[config.mk]
export PLATFORM = sky130hd
export DESIGN_NAME = tlb_walker
export DESIGN_NICKNAME = d
export VERILOG_FILES = /design/src/rtl/tlb_walker.sv
export SDC_FILE = /design/constraint.sdc
export NUM_CORES = 1
export LEC_CHECK = 0
export BUFFER_PORTS_ARGS = -buffer_cell sky130_fd_sc_hd__buf_4
export CORE_MARGIN = 2
export CORE_UTILIZATION = 34
export CTS_CLUSTER_SIZE = 28
export DETAILED_ROUTE_END_ITERATION = 16
export RECOVER_POWER = 50
export SLEW_MARGIN = 25
export SYNTH_ARGS = -nofsm -noshare
export SYNTH_HDL_FRONTEND = slang
export SYNTH_SLANG_ARGS = --single-unit
[constraint.sdc]
create_clock -name clk -period 5.29 [get_ports clk]
set_clock_uncertainty 0.05 [all_clocks]
set_input_delay 1.058 -clock clk [delete_from_list [all_inputs] [get_ports clk]]
set_output_delay 1.058 -clock clk [all_outputs]
set_load 0.05 [all_outputs]
[src/rtl/tlb_walker.sv]
// Hardware TLB-miss handler: fetches a two-word PTE over a Wishbone-style read port
// and reloads the TLB with three register writes followed by a TLB write.
module tlb_walker #(
   parameter int         DBW  = 80,
   parameter int         ABW  = 80,
   parameter int         IDXW = 16,
   parameter logic [7:0] TMO  = 8'd255
) (
   input  logic            clk,
   input  logic            rst_n,
   input  logic            en_i,
   input  logic            miss_i,
   input  logic [ABW-1:0]  miss_vadr_i,
   input  logic [7:0]      asid_i,
   input  logic [ABW-1:0]  ptbase_i,
   output logic            cyc_o,
   output logic            stb_o,
   output logic [ABW-1:0]  adr_o,
   input  logic            ack_i,
   input  logic            err_i,
   input  logic [DBW-1:0]  dat_i,
   output logic            tlb_ld_o,
   output logic [3:0]      tlb_op_o,
   output logic [3:0]      tlb_regno_o,
   output logic [DBW-1:0]  tlb_dat_o,
   input  logic            tlb_idle_i,
   output logic            busy_o,
   output logic            done_o,
   output logic            fault_o,
   output logic [1:0]      fault_code_o,
   output logic [15:0]     walk_cnt_o,
   output logic [15:0]     fault_cnt_o
);

   localparam logic [3:0] TLB_WR      = 4'd3;
   localparam logic [3:0] TLB_WRREG   = 4'd8;
   localparam logic [3:0] TLBVirtPage = 4'd4;
   localparam logic [3:0] TLBPhysPage = 4'd5;
   localparam logic [3:0] TLBASID     = 4'd7;

   typedef enum logic [3:0] {
      S_IDLE  = 4'd0,
      S_RD0   = 4'd1,
      S_RD1   = 4'd2,
      S_CHK   = 4'd3,
      S_TVP   = 4'd4,
      S_TPP   = 4'd5,
      S_TAT   = 4'd6,
      S_TWR   = 4'd7,
      S_TWAIT = 4'd8,
      S_FIN   = 4'd9,
      S_FLT   = 4'd10
   } state_t;

   state_t          r_state;
   state_t          r_next;
   logic [ABW-1:0]  r_vadr;
   logic [ABW-1:0]  r_pte_adr;
   logic [7:0]      r_asid;
   logic [DBW-1:0]  r_w0;
   logic [DBW-1:0]  r_w1;
   logic [7:0]      r_tmo;
   logic            r_first;

   logic [ABW-1:0]  w_pte_adr;
   logic [1:0]      w_flt_code;
   state_t          w_issue;
   logic [3:0]      w_cmd_op;
   logic [3:0]      w_cmd_regno;
   logic [DBW-1:0]  w_cmd_dat;

   function automatic logic [15:0] sat_inc(input logic [15:0] v);
      return (v == 16'hFFFF) ? v : v + 16'd1;
   endfunction

   function automatic state_t next_cmd(input state_t s);
      case (s)
         S_TVP:   return S_TPP;
         S_TPP:   return S_TAT;
         S_TAT:   return S_TWR;
         S_TWR:   return S_FIN;
         default: return S_IDLE;
      endcase
   endfunction

   assign w_pte_adr = ptbase_i + ABW'({miss_vadr_i[13+IDXW-1:13], 5'h00});

   // Abort cause for the current cycle; err beats ack, timeout only when ack is absent.
   always_comb begin
      w_flt_code = 2'd0;
      case (r_state)
         S_RD0, S_RD1: begin
            if (err_i) begin
               w_flt_code = 2'd2;
            end else if (!ack_i && (r_tmo == TMO - 8'd1)) begin
               w_flt_code = 2'd3;
            end else begin
               w_flt_code = 2'd0;
            end
         end
         S_CHK: begin
            if (r_w1[2:0] == 3'd0) begin
               w_flt_code = 2'd1;
            end else begin
               w_flt_code = 2'd0;
            end
         end
         default: w_flt_code = 2'd0;
      endcase
   end

   // Payload of the TLB command about to be issued from CHK or TWAIT.
   always_comb begin
      w_issue     = (r_state == S_CHK) ? S_TVP : r_next;
      w_cmd_op    = 4'd0;
      w_cmd_regno = 4'd0;
      w_cmd_dat   = '0;
      case (w_issue)
         S_TVP: begin
            w_cmd_op    = TLB_WRREG;
            w_cmd_regno = TLBVirtPage;
            w_cmd_dat   = DBW'(r_vadr[ABW-1:13]);
         end
         S_TPP: begin
            w_cmd_op    = TLB_WRREG;
            w_cmd_regno = TLBPhysPage;
            w_cmd_dat   = r_w0;
         end
         S_TAT: begin
            w_cmd_op    = TLB_WRREG;
            w_cmd_regno = TLBASID;
            w_cmd_dat   = {r_w1[DBW-1:24], r_asid, r_w1[15:0]};
         end
         S_TWR: begin
            w_cmd_op    = TLB_WR;
            w_cmd_regno = tlb_regno_o;
            w_cmd_dat   = tlb_dat_o;
         end
         default: begin
            w_cmd_op    = 4'd0;
            w_cmd_regno = 4'd0;
            w_cmd_dat   = '0;
         end
      endcase
   end

   // Walk state machine; every output is registered and set on entry to the state that owns it.
   always_ff @(posedge clk or negedge rst_n) begin
      if (!rst_n) begin
         r_state      <= S_IDLE;
         r_next       <= S_IDLE;
         r_vadr       <= '0;
         r_pte_adr    <= '0;
         r_asid       <= 8'd0;
         r_w0         <= '0;
         r_w1         <= '0;
         r_tmo        <= 8'd0;
         r_first      <= 1'b0;
         cyc_o        <= 1'b0;
         stb_o        <= 1'b0;
         adr_o        <= '0;
         tlb_ld_o     <= 1'b0;
         tlb_op_o     <= 4'd0;
         tlb_regno_o  <= 4'd0;
         tlb_dat_o    <= '0;
         busy_o       <= 1'b0;
         done_o       <= 1'b0;
         fault_o      <= 1'b0;
         fault_code_o <= 2'd0;
         walk_cnt_o   <= 16'd0;
         fault_cnt_o  <= 16'd0;
      end else begin
         tlb_ld_o <= 1'b0;
         done_o   <= 1'b0;
         fault_o  <= 1'b0;
         if (w_flt_code != 2'd0) begin
            cyc_o        <= 1'b0;
            stb_o        <= 1'b0;
            fault_o      <= 1'b1;
            fault_code_o <= w_flt_code;
            fault_cnt_o  <= sat_inc(fault_cnt_o);
            r_state      <= S_FLT;
         end else begin
            case (r_state)
               S_IDLE: begin
                  if (en_i && miss_i) begin
                     r_vadr    <= miss_vadr_i;
                     r_asid    <= asid_i;
                     r_pte_adr <= w_pte_adr;
                     adr_o     <= w_pte_adr;
                     cyc_o     <= 1'b1;
                     stb_o     <= 1'b1;
                     busy_o    <= 1'b1;
                     r_tmo     <= 8'd0;
                     r_state   <= S_RD0;
                  end else begin
                     busy_o    <= 1'b0;
                  end
               end
               S_RD0: begin
                  if (ack_i) begin
                     r_w0    <= dat_i;
                     adr_o   <= r_pte_adr + ABW'(5'd16);
                     r_tmo   <= 8'd0;
                     r_state <= S_RD1;
                  end else begin
                     r_tmo   <= r_tmo + 8'd1;
                  end
               end
               S_RD1: begin
                  if (ack_i) begin
                     r_w1    <= dat_i;
                     cyc_o   <= 1'b0;
                     stb_o   <= 1'b0;
                     r_state <= S_CHK;
                  end else begin
                     r_tmo   <= r_tmo + 8'd1;
                  end
               end
               S_CHK: begin
                  tlb_ld_o    <= 1'b1;
                  tlb_op_o    <= w_cmd_op;
                  tlb_regno_o <= w_cmd_regno;
                  tlb_dat_o   <= w_cmd_dat;
                  r_state     <= w_issue;
               end
               S_TVP, S_TPP, S_TAT, S_TWR: begin
                  r_first <= 1'b1;
                  r_next  <= next_cmd(r_state);
                  r_state <= S_TWAIT;
               end
               S_TWAIT: begin
                  // The TLB has not yet dropped idle in the cycle right after ld.
                  if (r_first) begin
                     r_first <= 1'b0;
                  end else if (tlb_idle_i) begin
                     if (r_next == S_FIN) begin
                        done_o     <= 1'b1;
                        walk_cnt_o <= sat_inc(walk_cnt_o);
                        r_state    <= S_FIN;
                     end else begin
                        tlb_ld_o    <= 1'b1;
                        tlb_op_o    <= w_cmd_op;
                        tlb_regno_o <= w_cmd_regno;
                        tlb_dat_o   <= w_cmd_dat;
                        r_state     <= w_issue;
                     end
                  end else begin
                     r_first <= 1'b0;
                  end
               end
               S_FIN, S_FLT: begin
                  busy_o  <= 1'b0;
                  r_state <= S_IDLE;
               end
               default: begin
                  cyc_o   <= 1'b0;
                  stb_o   <= 1'b0;
                  busy_o  <= 1'b0;
                  r_state <= S_IDLE;
               end
            endcase
         end
      end
   end

endmodule

==> results.yml, run 1 <==
placement:
  half_perimeter_wire_length_of_the_detailed_placement_result_mm: 58.0
  buffer_ports.inserted: 447
  rd_place_congestion: 0.919
global_routing:
  first_pass_grt_wire_length_mm: 131
  groute.usage.overall: 0.216
  grt_max_degree: 103
  gr-total-overflow: 0
  first_global_vias: 21541
  number_of_antenna_violations_at_the_first_check_in_global_routing: 2
clocking:
  cts_repair_resize_count: 0
  clock_latency_ps: 630
  cts_tree: "yes"
  cts_htree_levels: 2
  tritoncts.num_buffers: 59
  numClockSinks: 528
  post-cts-setup-buffer-count: 0
  clk_pin_slew_worst_paths_ps: 60
  clockBufferDepth: 3
  hold_buffer_count_at_cts: 0
  clock-root-buffer: "sky130_fd_sc_hd__clkbuf_16"
floorplanning:
  starting_density_of_the_core: 0.342
  io_pins: 463
  floorplan.core_area_um2: 74200
  design.die.area_um2: 76900
  floorplan.die.height_um: 277
  die_w_um: 277
  core.rowCount: 100
layout:
  antenna-diode-count: 0
  area.growth.synth_to_final_pct: 23.7
  finalNetCount: 3377
  post_route_cells_drive_above_1_share: 0.195
  layout.core_utilization: 0.423
  fillers: 7332
synthesis:
  yosysTopAreaCell: "sky130_fd_sc_hd__dfrtp_1"
  post_synth.cell_area_avg_um2: 9.37
  ys_dominant_reg_cell: "sky130_fd_sc_hd__dfrtp_1"
  async_flop_share: 1.00
  netlist_area_um2: 25400
  mux_cell_area_share_after_synthesis: 0.0369
  synth.yosys.seq_area_share: 0.520
  synth_top_family_by_area: "simple AND/OR/NAND/NOR gates"
  synth_most_common_cell: "sky130_fd_sc_hd__nand2_1"
  share_of_yosys_cell_area_claimed_by_the_top_area_cell_type: 0.520
  ys_top_cells_by_area: "sky130_fd_sc_hd__dfrtp_1 52%, sky130_fd_sc_hd__nand2_1 12%, sky130_fd_sc_hd__o21ai_0 4.0%"
  synth_seq_cells: 528
  synth_xor_xnor_area_share: 0.0545
  yosysUniqueCellTypes: 83
  synthTopCellsByCount: "792 x sky130_fd_sc_hd__nand2_1, 528 x sky130_fd_sc_hd__dfrtp_1, 202 x sky130_fd_sc_hd__o21ai_0, 112 x sky130_fd_sc_hd__clkbuf_1, 93 x sky130_fd_sc_hd__nor2_1"
  post_synth_and_or_nand_nor_area_fraction: 0.209
  yosys_warnings: 0
  netlist_instances: 2711
  synth-edff-count: 0
  synth-compound-area-share: 0.135
  post_synth_fa_ha_maj_area_fraction: 0.0111
timing:
  finalSetupTns_ps: 0
  unrepaired_setup_endpoints_after_global_routing: "no"
  final.min_clock_period_ps: 3920
  finalCritPeriodShare: 0.741
  timing.final.setup_violations: 0
  worst_pin_slew_ps: 2370
  report.final.slew_viol_count: 80
  fmax_mhz: 255
  max_slew_margin: -0.581
  timing_hold_violations_final: 0
setup_path:
  r2r-start: "r_state[2]"
  timing.critical_path.max_delay_family: "buffers and inverters"
  worst-endpoint-required_ps: 5700
  worst_setup_path_endpoint: "r_pte_adr[47]"
  crit-reg2reg-capture: "r_pte_adr[18]"
  path_cells: "clkbuf_2, clkbuf_4"
  worst_r2r_path_depth: 7
  slowest_delay_ps: 1650
  critPathSlowestCell: "sky130_fd_sc_hd__clkbuf_2"
  worstSetupPathType: "input pin to asynchronous set/reset pin"
  start_kind: "input pin"
  path_depth: 2
  critical_path.startpoint: "rst_n"
  worstPathMaxFanout: 102
  crit_path_end_kind: "asynchronous set/reset pin"
  r2r_setup_slk_ps: 1500
  crit_path_buf_inv_count: 2
  cp.arrival_ps: 4330
routing:
  ant_nets: 0
  initialDrtViolationCount: 1970
  wl_per_cell_um: 20.6
  routed-via-count: 21974
  avgViaCountPerCell: 5.35
  drt_first_pass_iters: 7
  routed_wirelength_mm: 84.4
  drc: 0
pwr:
  power_density_nw_per_um2: 600
  logic_pwr_share: 0.416
  vdd.ir_drop.worst_v: 0.000354
  power_frac_clock: 0.211
  intPower_uw: 10500
  cellLeakagePower_uw: 0.0144
  sw_frac_of_total: 0.443
  seq_power_share: 0.373
  total_switching_power_uw: 8350
hold_path:
  worst_hold_path_type: "register to register"
  worst_hold_startpoint: "r_pte_adr[0]"
outcome:
  outcome: "finished with violations"
  failed_checks: "capacitance limit, slew limit"
flow_run:
  max_cap_violations: 1
==> sequential cells by signal (all words and copies together), names as in the netlist, 2 cells and up <==
name	flops
r_pte_adr	80
tlb_dat_o	80
fault_cnt_o	16
adr_o	80
r_vadr	67
r_next	4
fault_code_o	2
r_w0	80
r_asid	8
walk_cnt_o	16
r_w1	72
tlb_regno_o	3
r_state	4
tlb_op_o	2
r_tmo	8
==> layout by cell type (no fill, tap or decap), types with 8 or more instances in the layout <==
master                      netlist  routed
sky130_fd_sc_hd__a211oi_1        25      25
sky130_fd_sc_hd__a21o_1          16      15
sky130_fd_sc_hd__a21oi_1         53      52
sky130_fd_sc_hd__a222oi_1        67      67
sky130_fd_sc_hd__a22oi_1         35      35
sky130_fd_sc_hd__a31oi_1         12      12
sky130_fd_sc_hd__and2_1           9       9
sky130_fd_sc_hd__and3_1          35      35
sky130_fd_sc_hd__and4_1          16      16
sky130_fd_sc_hd__buf_12           0      12
sky130_fd_sc_hd__buf_4            6     387
sky130_fd_sc_hd__clkbuf_1       112     106
sky130_fd_sc_hd__clkbuf_16        0      59
sky130_fd_sc_hd__clkbuf_8         0      13
sky130_fd_sc_hd__clkinv_2         0      11
sky130_fd_sc_hd__dfrtp_1        528     528
sky130_fd_sc_hd__ha_1            21      21
sky130_fd_sc_hd__inv_1           37      37
sky130_fd_sc_hd__mux2_2          78      78
sky130_fd_sc_hd__nand2_1        792     788
sky130_fd_sc_hd__nand3_1         77      77
sky130_fd_sc_hd__nand4_1         54      54
sky130_fd_sc_hd__nor2_1          93      91
sky130_fd_sc_hd__nor2b_1          9       8
sky130_fd_sc_hd__nor3_1          56      55
sky130_fd_sc_hd__nor4_1          19      18
sky130_fd_sc_hd__o21a_1           9       9
sky130_fd_sc_hd__o21ai_0        202     202
sky130_fd_sc_hd__o221ai_1        13      13
sky130_fd_sc_hd__or3_1           16      16
sky130_fd_sc_hd__or4_1            8       8
sky130_fd_sc_hd__xnor2_1         76      76
sky130_fd_sc_hd__xor2_1          82      82
==> metal layers <==
metal  GRT usage  part of all wire
met1       0.311              0.45
met2       0.337              0.46
met3      0.0388             0.076
met4      0.0506             0.020
met5           0           0.00032
==> layout make-up <==
| type | count | area (um2) | share of cell area |
|---|---|---|---|
| flip-flops and latches | 528 | 13200 | 0.421 |
| multi-input cells | 1977 | 11500 | 0.365 |
| repair buffers | 496 | 3540 | 0.113 |
| clock buffers | 84 | 1700 | 0.0541 |
| well taps | 969 | 1210 | 0.0386 |
| clock inverters | 16 | 161 | 0.00514 |
| inverters | 38 | 143 | 0.00454 |
==> cells by family after synthesis <==
kind of cell               Yosys count
adders and majority gates           22
muxes                               84
buffers and inverters              207
and+or+nand+nor                   1211
AOI/OAI and AO/OA                  500
other                                1
xor gates and xnor gates           158
DFF                                528
==> through the flow <==
step | hold WS [ps] | cell area, um2 | std cells | total power (uW) | setup WS, ps
after floorplan | 395 | 25400 | 2712 | 12200 | 1660
after global placement | 406 | 29900 | 4006 | 15000 | 906
after detailed placement | 411 | 29900 | 4008 | 15200 | 904
after CTS | 396 | 31800 | 4108 | 19200 | 1350
after global routing | 437 | 31400 | 4108 | 20100 | 786
final | 423 | 31400 | 4108 | 18900 | 1370
==> worst min-delay path by stage <==
stage / end / cells after the start
final: r_pte_adr[0] / 2
after detailed placement: r_w0[34] / 2
after global routing: r_w0[40] / 2
after floorplan: r_w0[0] / 2
after CTS: r_w1[79] / 1
after global placement: r_w0[35] / 2
==> power groups by stage <==
stage	combinational [uW]	sequential, uW	clock [uW]
after global routing	8570	7250	4240
after floorplan	3760	8450	0
final	7840	7040	3970
after CTS	8150	7020	4070
after detailed placement	8130	7070	0
after global placement	7990	7040	0
Power figures use the tool's default switching activity.
==> run 2: changes to the inputs <==
==> constraint.sdc (replaced) <==
create_clock -name clk -period 3.2 [get_ports clk]
set_clock_uncertainty 0.05 [all_clocks]
set_input_delay 0.64 -clock clk [delete_from_list [all_inputs] [get_ports clk]]
set_output_delay 0.64 -clock clk [all_outputs]
set_load 0.05 [all_outputs]
==> results.yml, run 2 (synthesized netlist as in run 1, its figures left out) <==
outcome:
  outcome: "finished with violations"
  failed_checks: "capacitance limit, slew limit"
layout:
  post_route_cells_drive_above_1_share: 0.223
  finalInstanceArea_um2: 32800
  finalNetCount: 3492
  area.growth.synth_to_final_pct: 28.9
  most_common_library_cell_in_the_layout_ignoring_fill_and_taps: "sky130_fd_sc_hd__nand2_1"
  layout_common_cells: "788 x sky130_fd_sc_hd__nand2_1, 528 x sky130_fd_sc_hd__dfrtp_1, 466 x sky130_fd_sc_hd__buf_4"
  antenna-diode-count: 0
setup_path:
  worstSetupPathType: "input pin to register"
  worstPathMaxFanout: 11
  start_kind: "input pin"
  worst-endpoint-required_ps: 3680
  cp.arrival_ps: 3520
  crit_path_end_kind: "register"
pwr:
  sw_frac_of_total: 0.433
  seq_power_share: 0.358
  intPower_uw: 18400
  logic_pwr_share: 0.417
  power_density_nw_per_um2: 991
  power_frac_clock: 0.226
  total_switching_power_uw: 14100
  report.power.total_uw: 32500
  cellLeakagePower_uw: 0.0152
  vdd.ir_drop.worst_v: 0.000495
timing:
  timing_hold_violations_final: 0
  finalCritPeriodShare: 0.950
  worst_pin_slew_ps: 2170
  unrepaired_setup_endpoints_after_global_routing: "no"
  holdWs_ps: 151
  fmax_mhz: 329
  final.min_clock_period_ps: 3040
  timing.final.setup_violations: 0
  max_slew_margin: -0.450
  finalSetupTns_ps: 0
  report.final.slew_viol_count: 64
routing:
  routed-via-count: 22595
  routed_wirelength_mm: 87.4
  ant_nets: 0
  drc: 0
  drt_first_pass_iters: 8
  initialDrtViolationCount: 2146
  wl_per_cell_um: 20.7
  avgViaCountPerCell: 5.34
placement:
  buffer_ports.inserted: 447
  half_perimeter_wire_length_of_the_detailed_placement_result_mm: 61.6
  placed_area_um2: 31000
  rd_place_congestion: 0.898
floorplanning:
  floorplan.core_area_um2: 74200
  io_pins: 463
  starting_density_of_the_core: 0.342
  core.rowCount: 100
  design.die.area_um2: 76900
  floorplan.die.height_um: 277
  die_w_um: 277
clocking:
  tritoncts.num_buffers: 59
  clockBufferDepth: 3
  clock-root-buffer: "sky130_fd_sc_hd__clkbuf_16"
  cts_htree_levels: 2
  numClockSinks: 528
  clock_latency_ps: 620
  cts_tree: "yes"
  clk_pin_slew_worst_paths_ps: 60
global_routing:
  met3_usage: 0.0537
  grtUsageMet2: 0.347
  grt-busiest-layer: "met2"
  first_global_vias: 22111
  gr-total-overflow: 0
  first_pass_grt_wire_length_mm: 134
  gr-usage-met1: 0.309
  number_of_antenna_violations_at_the_first_check_in_global_routing: 4
  groute.usage.overall: 0.222
  grt_max_degree: 81
flow_run:
  max_cap_violations: 1
hold_path:
  worst_hold_path_type: "input pin to register"
run 2: changes by cell type in the layout (fill, tap and decap cells not counted), sizes merged:
cell         delta
clkinv          -3
clkinvlp        +2
inv             +1
clkbuf         +18
buf           +100
dlygate4sd3     +1
bufinv          +6
run 2: worst max-delay path, cell delays in order:
cell and delay (ps):
sky130_fd_sc_hd__buf_4 120, sky130_fd_sc_hd__ha_1 210, sky130_fd_sc_hd__inv_1 70, sky130_fd_sc_hd__fa_2 260, sky130_fd_sc_hd__and2b_1 210, sky130_fd_sc_hd__o2111ai_1 330
sky130_fd_sc_hd__a2111oi_2 130, sky130_fd_sc_hd__buf_4 160, sky130_fd_sc_hd__nor3_4 330, sky130_fd_sc_hd__buf_4 290, sky130_fd_sc_hd__buf_4 160, sky130_fd_sc_hd__a211oi_1 70
sky130_fd_sc_hd__buf_4 160, sky130_fd_sc_hd__a41o_1 230, sky130_fd_sc_hd__nor3_1 140
run 2: layer usage:
layer / wire [um] / up-vias
li1: - / 10487
met1: 37800 / 11009
met2: 39600 / 954
met3: 7810 / 139
met4: 2090 / 6
met5: 30 / -
run 2: repair_timing:
action                                  4_1_cts  5_1_grt
endpoints found under the hold margin        32        0
endpoints found under the setup margin        0       10
gates resized for setup                       0        3
hold buffers                                  1        0
setup buffers                                 0        0
run 2: layout make-up:
cell class              count  area (um2)
inverters                  38         143
clock inverters            22         344
repair buffers            611        4610
multi-input cells        1977       11500
well taps                 969        1210
flip-flops and latches    528       13200
clock buffers              88        1780
fillers                  7378       41400
run 2: path summary, 6_finish.rpt:
kind,startpoint,endpoint,slack (ps),cells past startpoint
max,miss_vadr_i[13],adr_o[55],160,15
min,miss_vadr_i[38],r_vadr[38],150,3
max reg2reg,r_state[1],tlb_dat_o[9],290,12
min reg2reg,tlb_dat_o[64],tlb_dat_o[64],430,2
max in group asynchronous,rst_n,r_pte_adr[78],390,3
min in group asynchronous,rst_n,tlb_dat_o[29],1120,2
run 2: through the flow:
stage               std cells   util  worst slack (ps)
detailed placement       4122  0.418              -557
finish                   4233  0.441               161
floorplan                2712      -              12.2
global placement         4122  0.418              -559
CTS                      4233  0.447               112
global route             4233  0.441              20.7
run 2: power by group through the flow:
| stage | clock [uW] | combinational, uW | sequential [uW] |
|---|---|---|---|
| after detailed placement | 0 | 14000 | 11700 |
| after CTS | 7510 | 14000 | 11600 |
| final | 7320 | 13500 | 11600 |
| after global placement | 0 | 13800 | 11600 |
| after floorplan | 0 | 6210 | 14000 |
| after global routing | 7780 | 14700 | 11900 |
==> run 3: changes to the inputs <==
--- a/config.mk
+++ b/config.mk
@@ -5,6 +5,7 @@
 export SDC_FILE = /design/constraint.sdc
 export NUM_CORES = 1
 export LEC_CHECK = 0
+export ABC_AREA = 1
 export BUFFER_PORTS_ARGS = -buffer_cell sky130_fd_sc_hd__buf_4
 export CORE_MARGIN = 2
 export CORE_UTILIZATION = 34
==> results.yml, run 3 <==
outcome:
  outcome: "finished with violations"
  failed_checks: "capacitance limit, slew limit"
synthesis:
  synth-compound-area-share: 0.120
  ys_top_cells_by_area: "sky130_fd_sc_hd__dfrtp_1 47%, sky130_fd_sc_hd__nand2_1 18%, sky130_fd_sc_hd__o21ai_0 6.9%"
  synthTopCellsByCount: "1384 x sky130_fd_sc_hd__nand2_1, 528 x sky130_fd_sc_hd__dfrtp_1, 425 x sky130_fd_sc_hd__inv_1, 393 x sky130_fd_sc_hd__o21ai_0, 331 x sky130_fd_sc_hd__nor2_1"
  share_of_yosys_cell_area_claimed_by_the_top_area_cell_type: 0.466
  ys_dominant_reg_cell: "sky130_fd_sc_hd__dfrtp_1"
  synth-edff-count: 0
  async_flop_share: 1.00
  netlist_instances: 3888
  post_synth_fa_ha_maj_area_fraction: 0.00998
  yosysTopAreaCell: "sky130_fd_sc_hd__dfrtp_1"
  synth_seq_cells: 528
  post_synth_and_or_nand_nor_area_fraction: 0.289
  yosys_warnings: 0
  synth_top_family_by_area: "simple AND/OR/NAND/NOR gates"
  netlist_area_um2: 28300
  synth.yosys.seq_area_share: 0.466
  yosysUniqueCellTypes: 53
  synth_xor_xnor_area_share: 0.0300
  synth_most_common_cell: "sky130_fd_sc_hd__nand2_1"
  post_synth.cell_area_avg_um2: 7.29
  mux_cell_area_share_after_synthesis: 0.00199
layout:
  final_cell_count_no_fill: 5474
  finalNetCount: 4629
  area.growth.synth_to_final_pct: 24.3
  layout_common_cells: "1386 x sky130_fd_sc_hd__nand2_1, 528 x sky130_fd_sc_hd__dfrtp_1, 426 x sky130_fd_sc_hd__inv_1"
  post_route_cells_drive_above_1_share: 0.140
  most_common_library_cell_in_the_layout_ignoring_fill_and_taps: "sky130_fd_sc_hd__nand2_1"
setup_path:
  worstPathMaxFanout: 56
  critPathSlowestCell: "sky130_fd_sc_hd__clkbuf_2"
  timing.critical_path.max_delay_family: "buffers and inverters"
  path_depth: 4
  slowest_delay_ps: 1080
  worst_r2r_path_depth: 8
  cp.arrival_ps: 3520
  start_kind: "input pin"
  path_cells: "dlygate4sd3_1, clkbuf_2, clkbuf_2, buf_12"
  crit_path_buf_inv_count: 4
  worst-endpoint-required_ps: 3960
  cpMostUsedCell: "sky130_fd_sc_hd__clkbuf_2"
  crit_path_end_kind: "asynchronous set/reset pin"
  worstSetupPathType: "input pin to asynchronous set/reset pin"
routing:
  avgViaCountPerCell: 5.00
  drc: 0
  routed_wirelength_mm: 109
  wl_per_cell_um: 20.0
  drt_first_pass_iters: 6
  routed-via-count: 27372
  initialDrtViolationCount: 2304
  ant_nets: 0
placement:
  buffer_ports.inserted: 447
  half_perimeter_wire_length_of_the_detailed_placement_result_mm: 84.8
  placed_cells_incl_taps: 5358
  rd_place_congestion: 1.01
floorplanning:
  starting_density_of_the_core: 0.345
  io_pins: 463
  die_w_um: 293
  floorplan.die.height_um: 293
  core.rowCount: 105
  floorplan.core_area_um2: 82200
  design.die.area_um2: 85700
clocking:
  clock_latency_ps: 660
  cts_repair_resize_count: 0
  clock-root-buffer: "sky130_fd_sc_hd__clkbuf_16"
  cts_tree: "yes"
  cts_htree_levels: 2
  clockBufferDepth: 3
  tritoncts.num_buffers: 61
  clk_pin_slew_worst_paths_ps: 60
  numClockSinks: 528
timing:
  final.min_clock_period_ps: 2760
  finalCritPeriodShare: 0.863
  fmax_mhz: 362
  timing.final.setup_violations: 0
  timing_hold_violations_final: 0
  unrepaired_setup_endpoints_after_global_routing: "no"
  finalSetupTns_ps: 0
  max_slew_margin: -0.0138
  worst_pin_slew_ps: 1520
  report.final.slew_viol_count: 55
global_routing:
  gr-total-overflow: 0
  first_global_vias: 25796
  first_pass_grt_wire_length_mm: 163
  number_of_antenna_violations_at_the_first_check_in_global_routing: 6
  groute.usage.overall: 0.250
  grt_max_degree: 145
flow_run:
  max_cap_violations: 1
pwr:
  cellLeakagePower_uw: 0.0173
  power_density_nw_per_um2: 944
  vdd.ir_drop.worst_v: 0.000629
hold_path:
  worst_hold_path_type: "input pin to register"
  hold_path_depth: 3
run 3: cell types whose count changed in the layout (fill, tap and decap cells not counted), moves of 27 or more:
cell	delta
sky130_fd_sc_hd__nand2_1	+598
sky130_fd_sc_hd__inv_1	+389
sky130_fd_sc_hd__nor2_1	+238
sky130_fd_sc_hd__o21ai_0	+191
sky130_fd_sc_hd__nand3_1	+92
sky130_fd_sc_hd__mux2_2	-73
sky130_fd_sc_hd__a222oi_1	-67
sky130_fd_sc_hd__a21oi_1	+48
sky130_fd_sc_hd__o21ai_1	+48
sky130_fd_sc_hd__buf_4	-42
sky130_fd_sc_hd__a22oi_1	-35
sky130_fd_sc_hd__and3_1	-34
sky130_fd_sc_hd__xnor2_1	-34
sky130_fd_sc_hd__xor2_1	-27
run 3: through the flow:
step                      cell area, um2  total power, uW  utilization  hold WS [ps]  setup WS (ps)
after CTS                          35600            33800        0.433          95.1            541
after global placement             33400            26000        0.406           397          0.977
after global routing               35200            35300        0.428           118            170
after floorplan                    28300            20700            -           294            619
final                              35200            33200        0.428           138            439
after detailed placement           33400            26100        0.406           399          -10.6
run 3: timing repair:
action	4_1_cts	5_1_grt
hold buffers	1	0
endpoints found under the hold margin	49	0
buffers inserted	0	0
run 3: area by class of cell:
type                       count  area [um2]
fill                        8532       47000
sequential                   528       13200
multi-input combinational   2778       12800
timing repair buffer         545        3990
clock buffer                  88        1810
inverter                     438        1650
tap                         1070        1340
clock inverter                23         388
antenna                        4        10.0
run 3: worst paths after layout:
path	startpoint	to	slack (ps)
worst max-delay path	rst_n	adr_o[42]	440
worst min-delay path	asid_i[0]	r_asid[0]	140
worst max register to register	r_w1[2]	r_w0[71]	500
worst min register to register	r_first	done_o	420
max in group clk	r_w1[2]	r_w0[71]	500
min in group asynchronous	rst_n	tlb_dat_o[44]	830
run 3: per-layer routing:
layer / wire, um / track usage / vias to the layer above
met5: 23 / 0 / -
met4: 2870 / 0.0680 / 4
li1: - / - / 13253
met2: 48300 / 0.386 / 896
met3: 7920 / 0.0451 / 137
met1: 50300 / 0.358 / 13082
run 3: worst min-delay path, stage by stage:
cell	delay, ps
sky130_fd_sc_hd__buf_4	80
sky130_fd_sc_hd__nand2_1	40
sky130_fd_sc_hd__nand2_1	60
run 3: logic make-up after synthesis:
kind of cell / Yosys count
compound gates: 627
xor+xnor: 97
fa+ha+maj: 22
buf+inv: 583
flops: 528
mux: 5
other cells: 1
simple gates: 2025
run 3: report_power, final:
group | leakage [uW] | total, uW | internal, uW | switching (uW)
clock network | 0.00107 | 7550 | 4570 | 2980
logic | 0.00954 | 14200 | 4000 | 10200
registers | 0.00668 | 11500 | 9480 | 1980
total | 0.0173 | 33200 | 18100 | 15200
